$ cat config.mk
export PLATFORM = sky130hd
export DESIGN_NAME = mem_access_stage
export DESIGN_NICKNAME = d
export VERILOG_FILES = /design/src/rtl/mem_access_stage.sv
export SDC_FILE = /design/constraint.sdc
export NUM_CORES = 1
export LEC_CHECK = 0
export CORE_MARGIN = 1.5
export CORE_UTILIZATION = 40
export DETAILED_ROUTE_END_ITERATION = 6
export PLACE_DENSITY = 0.79
export SKIP_CTS_REPAIR_TIMING = 1
export SLEW_MARGIN = 5
export SYNTH_ARGS = -nofsm -noshare
export SYNTH_HDL_FRONTEND = slang
export SYNTH_SLANG_ARGS = --single-unit
$ cat constraint.sdc
create_clock -name clk -period 1.7 [get_ports clk]
set_input_delay 0.34 -clock clk [delete_from_list [all_inputs] [get_ports clk]]
set_output_delay 0.34 -clock clk [all_outputs]
set_load 0.01 [all_outputs]
$ cat src/rtl/mem_access_stage.sv
// MEM stage: issues one word load/store per instruction on a req/ack bus with wait states,
// stalls upstream while the access is outstanding, and registers the MEM/WB boundary.
module mem_access_stage #(
  parameter int TIMEOUT = 16
) (
  input  logic        clk,
  input  logic        reset,
  input  logic        iValid,
  input  logic [31:0] iResult,
  input  logic [31:0] iDatabusB,
  input  logic [31:0] iControlSignal,
  input  logic [4:0]  iRegAddress,
  input  logic [31:0] iPC_plus_4,
  input  logic [31:0] iMemRdata,
  input  logic        iMemAck,
  output logic        oMemReq,
  output logic        oMemWe,
  output logic [31:0] oMemAddr,
  output logic [31:0] oMemWdata,
  output logic        oStall,
  output logic [31:0] oWBData,
  output logic [4:0]  oRegAddress,
  output logic        oRegWrite,
  output logic        oBusError
);

  localparam int CW = $clog2(TIMEOUT + 1);
  localparam logic [CW-1:0] CNT_LAST = CW'(TIMEOUT);

  typedef enum logic {
    S_IDLE = 1'b0,
    S_WAIT = 1'b1
  } state_e;

  state_e        state_q, state_d;
  logic [CW-1:0] cnt_q, cnt_d;
  logic          mem_req_q, mem_req_d;
  logic          mem_we_q, mem_we_d;
  logic [31:0]   mem_addr_q, mem_addr_d;
  logic [31:0]   mem_wdata_q, mem_wdata_d;
  logic [31:0]   wb_data_q, wb_data_d;
  logic [4:0]    reg_addr_q, reg_addr_d;
  logic          reg_write_q, reg_write_d;
  logic          bus_error_q, bus_error_d;
  logic [4:0]    pend_rd_q, pend_rd_d;
  logic          pend_load_q, pend_load_d;
  logic          stall;

  logic        mem_write, mem_read, access, misaligned;
  logic [1:0]  mem_to_reg;
  logic [31:0] sel_value;

  assign mem_write  = iControlSignal[0];
  assign mem_read   = iControlSignal[1];
  assign mem_to_reg = iControlSignal[10:9];
  assign access     = iValid & (mem_read | mem_write);
  assign misaligned = access & (iResult[1:0] != 2'b00);
  assign sel_value  = (mem_to_reg == 2'b10) ? iPC_plus_4 : iResult;

  logic unused_ctrl;
  assign unused_ctrl = ^{iControlSignal[31:11], iControlSignal[8:2]};

  always_comb begin
    // NOTE: every variable gets a default first so no path through the case infers a latch.
    state_d     = state_q;
    cnt_d       = cnt_q;
    mem_req_d   = mem_req_q;
    mem_we_d    = mem_we_q;
    mem_addr_d  = mem_addr_q;
    mem_wdata_d = mem_wdata_q;
    pend_rd_d   = pend_rd_q;
    pend_load_d = pend_load_q;
    wb_data_d   = wb_data_q;
    reg_addr_d  = 5'd0;
    bus_error_d = 1'b0;
    stall       = 1'b0;

    unique case (state_q)
      S_IDLE: begin
        if (!access) begin
          wb_data_d  = sel_value;
          reg_addr_d = iValid ? iRegAddress : 5'd0;
        end else if (misaligned) begin
          bus_error_d = 1'b1;
        end else begin
          // Everything needed later is captured here; the slot is not re-read in WAIT.
          stall       = 1'b1;
          mem_req_d   = 1'b1;
          mem_we_d    = mem_write;
          mem_addr_d  = {iResult[31:2], 2'b00};
          mem_wdata_d = iDatabusB;
          pend_rd_d   = iRegAddress;
          pend_load_d = ~mem_write;
          cnt_d       = '0;
          state_d     = S_WAIT;
        end
      end
      S_WAIT: begin
        if (iMemAck) begin
          mem_req_d = 1'b0;
          if (pend_load_q) begin
            wb_data_d  = iMemRdata;
            reg_addr_d = pend_rd_q;
          end
          state_d = S_IDLE;
        end else if (cnt_q == CNT_LAST) begin
          // TIMEOUT ack-less cycles have already stalled; this last chance releases the pipe.
          mem_req_d   = 1'b0;
          bus_error_d = 1'b1;
          state_d     = S_IDLE;
        end else begin
          stall = 1'b1;
          cnt_d = cnt_q + CW'(1);
        end
      end
      default: state_d = S_IDLE;
    endcase

    reg_write_d = (reg_addr_d != 5'd0);
  end

  // NOTE: sequential state uses non-blocking assignments so all flops update from pre-edge values.
  always_ff @(posedge clk or negedge reset) begin
    if (!reset) begin
      state_q     <= S_IDLE;
      cnt_q       <= '0;
      mem_req_q   <= 1'b0;
      mem_we_q    <= 1'b0;
      mem_addr_q  <= '0;
      mem_wdata_q <= '0;
      wb_data_q   <= '0;
      reg_addr_q  <= '0;
      reg_write_q <= 1'b0;
      bus_error_q <= 1'b0;
      pend_rd_q   <= '0;
      pend_load_q <= 1'b0;
    end else begin
      state_q     <= state_d;
      cnt_q       <= cnt_d;
      mem_req_q   <= mem_req_d;
      mem_we_q    <= mem_we_d;
      mem_addr_q  <= mem_addr_d;
      mem_wdata_q <= mem_wdata_d;
      wb_data_q   <= wb_data_d;
      reg_addr_q  <= reg_addr_d;
      reg_write_q <= reg_write_d;
      bus_error_q <= bus_error_d;
      pend_rd_q   <= pend_rd_d;
      pend_load_q <= pend_load_d;
    end
  end

  assign oMemReq     = mem_req_q;
  assign oMemWe      = mem_we_q;
  assign oMemAddr    = mem_addr_q;
  assign oMemWdata   = mem_wdata_q;
  assign oStall      = stall;
  assign oWBData     = wb_data_q;
  assign oRegAddress = reg_addr_q;
  assign oRegWrite   = reg_write_q;
  assign oBusError   = bus_error_q;

endmodule

==> impl_metrics.json <==
{
  "io-pin-count": 275,
  "synth-seq-area-share_pct": 51.3,
  "status": "finished with violations",
  "worst_hold_slack_ns": -0.00873,
  "start_util_pct": 40.7,
  "arrival_ns": 1.51,
  "final_cell_area_mm2": 0.00917,
  "gp_congestion": 0.773,
  "report.final.hold_viol_count": 3,
  "cts-htree-levels": 4,
  "finalCriticalPeriod_ns": 1.85,
  "crit_top_cell": "inv_2",
  "total_power_mw": 11.1,
  "place.port_buffers": 244,
  "post-route-period-util_pct": 109,
  "setup_slack_ns": -0.152,
  "async_flop_share_pct": 100,
  "path_clk_slew_ns": 0.06,
  "drt_wl_total_um": 16200,
  "synth_top_area_share_pct": 51.3,
  "nets": 839,
  "synthTopCellsByArea": "dfrtp_1, mux2_4, mux2i_1",
  "die_y_um": 121,
  "vias_per_cell": 4.98,
  "gr-total-overflow": 0,
  "final_common_cell": "clkdlybuf4s50_1",
  "worst_pin_slew_ns": 0.643,
  "syn_inst": 390,
  "numCtsBuffers": 17,
  "grt_pass1_vias": 4476,
  "ys.flop_type": "dfrtp_1",
  "drc": 0,
  "crit_chain": "inv_2 > ha_4 > nand4bb_4 > nand2_2 > and2_4 > inv_2 > buf_6",
  "die_area_mm2": 0.0147,
  "vias": 4284,
  "worstSkewPairLatency_ns": 0.40,
  "final_max_slew_viol_count": 0,
  "slowest_delay_ns": 0.38,
  "cp-start-kind": "register",
  "num_rows": 43,
  "cp.required_ns": 1.36,
  "grt_pass1_wl_um": 22800,
  "dpl.cell_count": 815,
  "layout_common_cells": "clkdlybuf4s50_1, dfrtp_1, mux2_4",
  "violations": "hold timing, setup timing",
  "clock_path_buffers": 2,
  "pwr_density_cell_mw_per_mm2": 1210,
  "fmax_mhz": 540,
  "ys_types": 36,
  "wl_per_cell_um": 18.8,
  "maxSlewHeadroom_pct": 57.1,
  "antenna_found_initial": 0,
  "die_width_um": 121,
  "slowest_stage": "dfrtp_1",
  "synth_area_mm2": 0.00561,
  "layout-drive-gt1-share_pct": 27.5,
  "syn2layout_area_growth_pct": 63.4,
  "grt_max_degree": 116,
  "fin_cells": 861,
  "cp_max_fo": 2,
  "yosysTopAreaCell": "dfrtp_1",
  "dp_slack_ns": -0.602,
  "rsz0062_at_grt": "yes",
  "setup-violations-final": 1,
  "track_usage_pct": 20.2,
  "ys_ff_latch": 115,
  "syn_area_per_cell_um2": 14.4,
  "firstDrtPassIters": 4,
  "ant_nets": 0,
  "cp-end-kind": "primary output",
  "placed_area_mm2": 0.00832,
  "root_buffer": "clkbuf_16",
  "hpwl_um": 10400,
  "clock_sinks": 115,
  "hp-class": "in2async",
  "path_class": "reg2out",
  "skew_ns": 0.00594,
  "core_area_mm2": 0.0138,
  "ir_drop_v": 0.000645,
  "num_antenna_cells": 0,
  "ys_warn_count": 0,
  "cts_tree": "yes",
  "leakagePower_nw": 4.28,
  "synth-edff-count": 0,
  "maxCapViolCount": 0,
  "dr.first_iter.drc_count": 114
}
cell type report:
type / count / area, um^2
Inverter: 6 / 22.5
Tap cell: 180 / 225
Clock inverter: 11 / 87.6
Fill cell: 1010 / 4610
Clock buffer: 21 / 450
Multi-Input combinational cell: 244 / 2490
Sequential cell: 115 / 2880
Timing Repair Buffer: 284 / 3010
critical path: cells and delay by family (launching register included):
family                     cells  cell delay [ns]
adders and majority gates      1             0.15
and+or+nand+nor                3             0.34
buffers and inverters          3             0.24
DFF                            1             0.38
synthesized netlist by cell type (all sizes together) (2+ instances only):
master,instances
dfrtp,115
mux2,100
nand2,39
o21ai,37
mux2i,33
buf,21
a22o,7
inv,6
clkbuf,5
nor2,5
and3,2
ha,2
nand3,2
nor2b,2
logic make-up (layout without fill, tap and decap cells):
group | Yosys count | count (layout) | share of synthesized area, %
DFF | 115 | 115 | 51.3
AOI/OAI and AO/OA | 48 | 48 | 5.13
buffers and inverters | 32 | 322 | 5.24
and+or+nand+nor | 59 | 59 | 5.35
adders and majority gates | 2 | 2 | 0.446
muxes | 133 | 133 | 32.5
other | 1 | 2 | 0.0669
through the flow:
stage / setup TNS [ns] / hold slack, ns / util, %
2_1_floorplan: 0 / 0.0444 / -
3_3_place_gp: -33.83 / 0.467 / 60.4
3_5_place_dp: -37.39 / 0.483 / 60.4
4_1_cts: -0.780 / 0.0469 / 64.3
5_1_grt: -0.252 / 0.0636 / 66.5
6_report: -0.152 / -0.00873 / 66.5
path summary, 6_finish.rpt:
path | from | end | slack, ns | cells past startpoint
worst max-delay path | cnt_q[1] | oStall | -0.15 | 7
worst min-delay path | reset | oMemAddr[30] | -0.009 | 2
worst max register to register | state_q | oWBData[8] | 0.02 | 6
worst min register to register | oMemWdata[12] | oMemWdata[12] | 0.51 | 1
max in group asynchronous | reset | oWBData[20] | 1.20 | 2
min in group clk | oMemWdata[12] | oMemWdata[12] | 0.51 | 1
flip-flops by register name, indices dropped and copies added, names as in the netlist, 5 cells and up:
name / cells
oMemWdata: 32
oRegAddress: 5
oMemAddr: 30
cnt_q: 5
pend_rd_q: 5
oWBData: 32
layer usage:
layer  vias to the layer above  global-route usage (%)  part of all wire [%]
met4                         0                    8.24                   2.0
met2                       183                    34.2                    50
met3                        24                    5.78                   6.6
met1                      2145                    24.2                    42
met5                         -                       0                     0
li1                       1932                       -                     -
report_power, final:
part           switching, mW  total (mW)  internal, mW
combinational           1.38        3.98          2.60
sequential             0.437        3.88          3.45
clock                   1.22        3.24          2.02
Power figures use the tool's default switching activity.
